File: src/rtl/fifo_rd_arbiter.sv
// fifo_rd_arbiter
//   Round-robin read scheduler for NUM_SRC async-FIFO read sides in the rclk domain.
//   It watches each FIFO's registered empty flag and issues single-cycle one-hot r_en
//   pops, one source at a time. It captures the FIFO's registered read data one cycle
//   after the pop and presents it on a valid/ready stream, tagged with the source index.
//
// Ports
//   rclk       in   read-domain clock
//   rrst       in   asynchronous reset, active high
//   empty      in   per-FIFO registered empty flag
//   rdata      in   per-FIFO read data, source i at [i*DATA_WIDTH +: DATA_WIDTH]
//   r_en       out  one-hot pop strobe, registered, high only in READ
//   out_valid  out  output word valid
//   out_ready  in   consumer accepts word
//   out_data   out  captured word
//   out_src    out  source index of out_data
//
// Build option
//   ARB_BURST_EN  When defined, the arbiter keeps granting the same source for up to
//                 BURST_LEN consecutive words while that source stays non-empty. These
//                 follow-on words go HOLD -> READ directly, so each takes 3 cycles. When
//                 undefined, the arbiter is strict one-word round robin and does not use
//                 BURST_LEN.
//
// state | meaning
// ------+----------------------------------------------------------
// IDLE  | search for a non-empty source starting at rr_ptr
// READ  | r_en high for this one cycle; pop refused if source empty
// CAPT  | FIFO read data valid, capture into output register
// HOLD  | out_valid high, wait for out_ready handshake

module fifo_rd_arbiter #(
    parameter int NUM_SRC    = 4,
    parameter int DATA_WIDTH = 8,
    parameter int BURST_LEN  = 4
) (
    input  logic                          rclk,
    input  logic                          rrst,
    input  logic [NUM_SRC-1:0]            empty,
    input  logic [NUM_SRC*DATA_WIDTH-1:0] rdata,
    output logic [NUM_SRC-1:0]            r_en,
    output logic                          out_valid,
    input  logic                          out_ready,
    output logic [DATA_WIDTH-1:0]         out_data,
    output logic [$clog2(NUM_SRC)-1:0]    out_src
);

    localparam int SRC_W = $clog2(NUM_SRC);
    localparam logic [NUM_SRC-1:0] ONE_HOT0 = NUM_SRC'(1);

    if (NUM_SRC < 2 || NUM_SRC > 16) begin : g_bad_num_src
        $error("fifo_rd_arbiter: NUM_SRC must be in 2..16");
    end
    if (BURST_LEN < 1) begin : g_bad_burst_len
        $error("fifo_rd_arbiter: BURST_LEN must be at least 1");
    end

    typedef enum logic [1:0] {
        IDLE = 2'd0,
        READ = 2'd1,
        CAPT = 2'd2,
        HOLD = 2'd3
    } state_t;

    state_t                state, state_nxt;
    logic [SRC_W-1:0]      rr_ptr, rr_ptr_nxt;
    logic [SRC_W-1:0]      grant, grant_nxt;
    logic [NUM_SRC-1:0]    r_en_nxt;
    logic                  out_valid_nxt;
    logic [DATA_WIDTH-1:0] out_data_nxt;
    logic [SRC_W-1:0]      out_src_nxt;

    logic [DATA_WIDTH-1:0] rdata_arr [NUM_SRC];
    logic                  rr_found;
    logic [SRC_W-1:0]      rr_pick;
    logic [SRC_W:0]        rr_idx;
    logic [SRC_W-1:0]      grant_inc;
    logic                  burst_more;

    for (genvar i = 0; i < NUM_SRC; i++) begin : g_unpack
        assign rdata_arr[i] = rdata[i*DATA_WIDTH +: DATA_WIDTH];
    end

    // rr_ptr is always < NUM_SRC, so one conditional subtract wraps the search
    // index even when NUM_SRC is not a power of two.
    always_comb begin
        rr_found = 1'b0;
        rr_pick  = '0;
        rr_idx   = '0;
        for (int k = 0; k < NUM_SRC; k++) begin
            rr_idx = {1'b0, rr_ptr} + (SRC_W+1)'(k);
            if (rr_idx >= (SRC_W+1)'(NUM_SRC)) begin
                rr_idx = rr_idx - (SRC_W+1)'(NUM_SRC);
            end
            if (!rr_found && !empty[rr_idx[SRC_W-1:0]]) begin
                rr_found = 1'b1;
                rr_pick  = rr_idx[SRC_W-1:0];
            end
        end
    end

    assign grant_inc = (grant == SRC_W'(NUM_SRC-1)) ? '0 : grant + 1'b1;

`ifdef ARB_BURST_EN
    localparam int CNT_W = $clog2(BURST_LEN+1);
    logic [CNT_W-1:0] burst_cnt, burst_cnt_nxt;

    // burst_cnt holds the number of extra grants already given to this source,
    // so BURST_LEN-1 follow-on grants cap the run at BURST_LEN words.
    assign burst_more = !empty[grant] && (burst_cnt < CNT_W'(BURST_LEN-1));
`else
    assign burst_more = 1'b0;
`endif

    always_ff @(posedge rclk or posedge rrst) begin
        if (rrst) begin
            state     <= IDLE;
            rr_ptr    <= '0;
            grant     <= '0;
            r_en      <= '0;
            out_valid <= 1'b0;
            out_data  <= '0;
            out_src   <= '0;
`ifdef ARB_BURST_EN
            burst_cnt <= '0;
`endif
        end else begin
            state     <= state_nxt;
            rr_ptr    <= rr_ptr_nxt;
            grant     <= grant_nxt;
            r_en      <= r_en_nxt;
            out_valid <= out_valid_nxt;
            out_data  <= out_data_nxt;
            out_src   <= out_src_nxt;
`ifdef ARB_BURST_EN
            burst_cnt <= burst_cnt_nxt;
`endif
        end
    end

    always_comb begin
        state_nxt = state;
        case (state)
            IDLE: if (rr_found) state_nxt = READ;
            READ: state_nxt = empty[grant] ? IDLE : CAPT;
            CAPT: state_nxt = HOLD;
            HOLD: if (out_ready) state_nxt = burst_more ? READ : IDLE;
            default: state_nxt = IDLE;
        endcase
    end

    always_comb begin
        r_en_nxt      = '0;
        grant_nxt     = grant;
        rr_ptr_nxt    = rr_ptr;
        out_valid_nxt = out_valid;
        out_data_nxt  = out_data;
        out_src_nxt   = out_src;
`ifdef ARB_BURST_EN
        burst_cnt_nxt = burst_cnt;
`endif
        case (state)
            IDLE: begin
                if (rr_found) begin
                    grant_nxt = rr_pick;
                    r_en_nxt  = ONE_HOT0 << rr_pick;
`ifdef ARB_BURST_EN
                    burst_cnt_nxt = '0;
`endif
                end
            end
            CAPT: begin
                out_data_nxt  = rdata_arr[grant];
                out_src_nxt   = grant;
                out_valid_nxt = 1'b1;
            end
            HOLD: begin
                if (out_ready) begin
                    out_valid_nxt = 1'b0;
                    if (burst_more) begin
                        r_en_nxt = ONE_HOT0 << grant;
`ifdef ARB_BURST_EN
                        burst_cnt_nxt = burst_cnt + 1'b1;
`endif
                    end else begin
                        rr_ptr_nxt = grant_inc;
`ifdef ARB_BURST_EN
                        burst_cnt_nxt = '0;
`endif
                    end
                end
            end
            default: ;
        endcase
    end

endmodule

File: config.mk
export PLATFORM = sky130hd
export DESIGN_NAME = fifo_rd_arbiter
export DESIGN_NICKNAME = d
export VERILOG_FILES = /design/src/rtl/fifo_rd_arbiter.sv
export SDC_FILE = /design/constraint.sdc
export NUM_CORES = 1
export LEC_CHECK = 0
export ABC_AREA = 1
export BUFFER_PORTS_ARGS = -buffer_cell sky130_fd_sc_hd__buf_2
export CORE_MARGIN = 2
export CORE_UTILIZATION = 53
export CTS_BUF_LIST = sky130_fd_sc_hd__clkbuf_8
export CTS_CLUSTER_DIAMETER = 30
export DETAILED_ROUTE_END_ITERATION = 8
export GPL_ROUTABILITY_DRIVEN = 0
export PLACE_DENSITY_LB_ADDON = 0.08
export SLEW_MARGIN = 40
export SYNTH_ARGS = -nofsm -noshare
export SYNTH_HDL_FRONTEND = slang
export SYNTH_SLANG_ARGS = --single-unit
export TNS_END_PERCENT = 30
File: constraint.sdc
create_clock -name rclk -period 2.6 [get_ports rclk]
set_input_delay 0.52 -clock rclk [delete_from_list [all_inputs] [get_ports rclk]]
set_output_delay 0.52 -clock rclk [all_outputs]
set_load 0.03 [all_outputs]
==> impl_metrics.xml <==
<?xml version="1.0" encoding="UTF-8"?>
<metrics>
  <group name="logic_synthesis">
    <metric name="synthMostInstantiatedCell" unit="">sky130_fd_sc_hd__nand2_1</metric>
    <metric name="synth_sequential_area_ratio" unit="%">40.19</metric>
    <metric name="async_flop_share" unit="%">100.0</metric>
    <metric name="synthTopCellsByArea" unit="">sky130_fd_sc_hd__dfrtp_1 (40%), sky130_fd_sc_hd__nand2_1 (14%), sky130_fd_sc_hd__nor2_1 (12%)</metric>
    <metric name="dominant_register_cell_in_the_synthesized_netlist" unit="">sky130_fd_sc_hd__dfrtp_1</metric>
    <metric name="yosysWarnings" unit="">0</metric>
    <metric name="synth_top_area_share" unit="%">40.19</metric>
    <metric name="number_of_enable_flip_flop_cells_after_synthesis" unit="">0</metric>
    <metric name="synth-seq-cells" unit="">21</metric>
    <metric name="synth_cell_type_count" unit="">23</metric>
    <metric name="postSynthNetCount" unit="">237</metric>
    <metric name="post_synth_inst_count" unit="">197</metric>
    <metric name="syn_avg_cell_area" unit="µm²">6.637</metric>
    <metric name="post_synth_top_cells" unit="">sky130_fd_sc_hd__nand2_1 (50), sky130_fd_sc_hd__nor2_1 (42), sky130_fd_sc_hd__o21ai_0 (26)</metric>
    <metric name="netlist_area" unit="µm²">1308</metric>
    <metric name="synth_area_leader" unit="">sky130_fd_sc_hd__dfrtp_1</metric>
  </group>
  <group name="grt">
    <metric name="grt_pass1_vias" unit="">1222</metric>
    <metric name="grt_antenna_before_repair" unit="">0</metric>
    <metric name="grt_usage" unit="%">23.36</metric>
    <metric name="gr_ovfl_total" unit="">0</metric>
    <metric name="grt_first_pass_wirelength" unit="µm">4905</metric>
    <metric name="pin_count_of_the_biggest_net_entering_global_routing" unit="">22</metric>
  </group>
  <group name="critical_path">
    <metric name="cp-end-kind" unit="">register</metric>
    <metric name="worst-endpoint-required" unit="ps">2720</metric>
    <metric name="worst-endpoint-arrival" unit="ps">1710</metric>
    <metric name="cpLargestDelayFamily" unit="">flip-flops</metric>
    <metric name="reg2reg_setup_slack" unit="ps">1010</metric>
    <metric name="cp.buffers_inverters" unit="">1</metric>
    <metric name="timing.critical_path.cells" unit="">clkinv_1, a21oi_1, o21ai_0, nand3_1, a21oi_1</metric>
    <metric name="critical_path_class" unit="">register to register</metric>
    <metric name="worst_path_most_repeated_cell" unit="">sky130_fd_sc_hd__a21oi_1</metric>
    <metric name="cp_slowest_cell" unit="">sky130_fd_sc_hd__dfrtp_1</metric>
    <metric name="crit_path_max_fanout" unit="">12</metric>
    <metric name="worstSetupStartpointType" unit="">register</metric>
    <metric name="critPathMaxStageDelay" unit="ps">610</metric>
  </group>
  <group name="die">
    <metric name="fp.coreArea" unit="µm²">2276</metric>
    <metric name="num_io_pins" unit="">54</metric>
    <metric name="chip_height" unit="µm">53.67</metric>
    <metric name="floorplan.rows" unit="">17</metric>
    <metric name="floorplan.die_area" unit="µm²">2880</metric>
    <metric name="initial_standard_cell_utilization_of_the_core" unit="%">57.45</metric>
    <metric name="die_width" unit="µm">53.67</metric>
  </group>
  <group name="sta">
    <metric name="finalWorstSetupSlack" unit="ps">1013</metric>
    <metric name="tightest_slew" unit="ps">544.2</metric>
    <metric name="final.hold.worst_slack" unit="ps">252.3</metric>
    <metric name="final_min_period_over_clock_period" unit="%">61.04</metric>
    <metric name="slew-limit-headroom" unit="%">63.44</metric>
    <metric name="max_freq" unit="GHz">0.6301</metric>
    <metric name="skew" unit="ps">2.095</metric>
    <metric name="timing_hold_violations_final" unit="">0</metric>
    <metric name="final.setup.tns" unit="ps">0</metric>
    <metric name="final_setup_violation_count" unit="">0</metric>
    <metric name="grt_setup_unrepaired" unit="">false</metric>
    <metric name="min_period" unit="ps">1587</metric>
    <metric name="final-max-slew-violation-count" unit="">0</metric>
  </group>
  <group name="clock_network">
    <metric name="cts-resized-gates" unit="">0</metric>
    <metric name="cts-buffers-inserted" unit="">3</metric>
    <metric name="clock-root-buffer" unit="">sky130_fd_sc_hd__clkbuf_8</metric>
    <metric name="cts.reportedPaths.clkPinSlew" unit="ps">80</metric>
    <metric name="holdBufCountCts" unit="">0</metric>
    <metric name="clock_insertion_delay_worst_skew" unit="ps">260</metric>
    <metric name="cts_setup_buffers" unit="">0</metric>
    <metric name="clockBufferDepth" unit="">2</metric>
    <metric name="cts_sinks" unit="">21</metric>
    <metric name="clock_tree_from_tritoncts" unit="">done</metric>
    <metric name="htree_num_levels" unit="">1</metric>
  </group>
  <group name="power_and_ir_drop">
    <metric name="switching_portion_of_total_power" unit="%">51.96</metric>
    <metric name="switching_power" unit="W">0.001050</metric>
    <metric name="p_comb_share" unit="%">60.1</metric>
    <metric name="vdd_ir_drop_max" unit="µV">892.6</metric>
    <metric name="cell_int_power" unit="W">0.0009712</metric>
    <metric name="seq_power_share" unit="%">29.4</metric>
    <metric name="cellPowerDensity" unit="nW/µm²">1234</metric>
    <metric name="leakagePower" unit="nW">0.9030</metric>
    <metric name="clock_power_share" unit="%">10.5</metric>
  </group>
  <group name="placed_design">
    <metric name="numPortBuffers" unit="">53</metric>
    <metric name="place_worst_setup_slack" unit="ps">1025</metric>
    <metric name="place_hpwl" unit="µm">2308</metric>
  </group>
  <group name="routing">
    <metric name="drt_iter0_drc" unit="">25</metric>
    <metric name="route.antenna.remaining_nets" unit="">0</metric>
    <metric name="routed_wire_length_per_instance" unit="µm">10.88</metric>
    <metric name="wl" unit="µm">3024</metric>
    <metric name="drt_pass_1_iters" unit="">4</metric>
    <metric name="drcViolationCount" unit="">0</metric>
    <metric name="avgViaCountPerCell" unit="">5.144</metric>
    <metric name="route.vias.total" unit="">1430</metric>
  </group>
  <group name="final_layout">
    <metric name="nNetsFinal" unit="">291</metric>
    <metric name="n_fill_cell" unit="">202</metric>
    <metric name="area_growth_syn_to_layout" unit="%">25.26</metric>
    <metric name="antenna_cells_inserted" unit="">0</metric>
    <metric name="drive_above_1_share" unit="%">28.00</metric>
  </group>
  <group name="run">
    <metric name="timing.max_cap.violations" unit="">0</metric>
  </group>
  <group name="run_status">
    <metric name="run_status" unit="">finished, final reports clean</metric>
  </group>
  <group name="hold_path">
    <metric name="worst_hold_class" unit="">primary input to asynchronous set/reset pin</metric>
  </group>
</metrics>
-- cell usage in the layout, fill, tap and decap left out, drive strengths merged, types with 5 or more instances in the layout --
master,n
nor2,44
inv,17
nand2,54
a31oi,5
o21ai,27
buf,55
dfrtp,21
nand3,12
-- metrics by stage --
step | instances | total power (W) | util [%] | instance area [µm²]
after floorplan | 197 | 0.001531 | - | 1308
after global placement | 274 | 0.001803 | 69.93 | 1592
after detailed placement | 274 | 0.001814 | 69.93 | 1592
after CTS | 278 | 0.002034 | 71.96 | 1638
after global routing | 278 | 0.002236 | 71.96 | 1638
final | 278 | 0.002022 | 71.96 | 1638
-- path summary, 6_finish.rpt --
path,start,cells past startpoint,end
max,grant[1],5,register
min,rrst,2,r_en[2]
max reg2reg,grant[1],5,register
min reg2reg,out_data[2],2,out_data[2]
max in group asynchronous,rrst,2,out_data[5]
min in group rclk,out_data[2],2,out_data[2]
-- sequential cells by signal (all words and copies together) (netlist names), named ones only --
signal     count
rr_ptr         2
state          1
grant          2
out_valid      1
out_src        2
r_en           4
out_data       8
-- power by group through the flow --
stage | clock network [W] | registers (W) | logic (W)
global route | 0.000232 | 0.000614 | 0.00139
CTS | 0.000218 | 0.000592 | 0.00122
global placement | 0 | 0.000597 | 0.00121
detailed placement | 0 | 0.000596 | 0.00122
finish | 0.000212 | 0.000594 | 0.00122
floorplan | 0 | 0.000748 | 0.000784
-- per-layer routing --
metal / up-vias / GRT usage (%) / wire [µm]
li1: 741 / - / -
met1: 646 / 27.63 / 1364
met2: 41 / 42.07 / 1477
met3: 2 / 5.278 / 167
met4: 0 / 6.410 / 14
met5: - / 0 / 0
-- worst register-to-register path: cells and delay by family (launching register included) --
family,cells,cell delay [ps]
AO/OA/AOI/OAI,3,370
buffers and inverters,1,380
flip-flops,1,610
AND/OR/NAND/NOR,1,90
-- cells by family after synthesis --
| kind of cell | Yosys count | share of synthesized area (%) |
|---|---|---|
| AOI/OAI and AO/OA | 38 | 15.31 |
| and+or+nand+nor | 112 | 35.50 |
| adders and majority gates | 1 | 0.9568 |
| buffers and inverters | 25 | 8.038 |
| DFF | 21 | 40.19 |
-- final cells by class --
type / count / area, µm² / share of cell area, %
Multi-Input combinational cell: 151 / 676.9 / 41.33
Sequential cell: 21 / 525.5 / 32.09
Timing Repair Buffer: 55 / 280.3 / 17.11
Inverter: 19 / 73.82 / 4.507
Clock buffer: 3 / 41.29 / 2.521
Tap cell: 28 / 35.03 / 2.139
Clock inverter: 1 / 5.005 / 0.3056
Power figures use the tool's default switching activity.
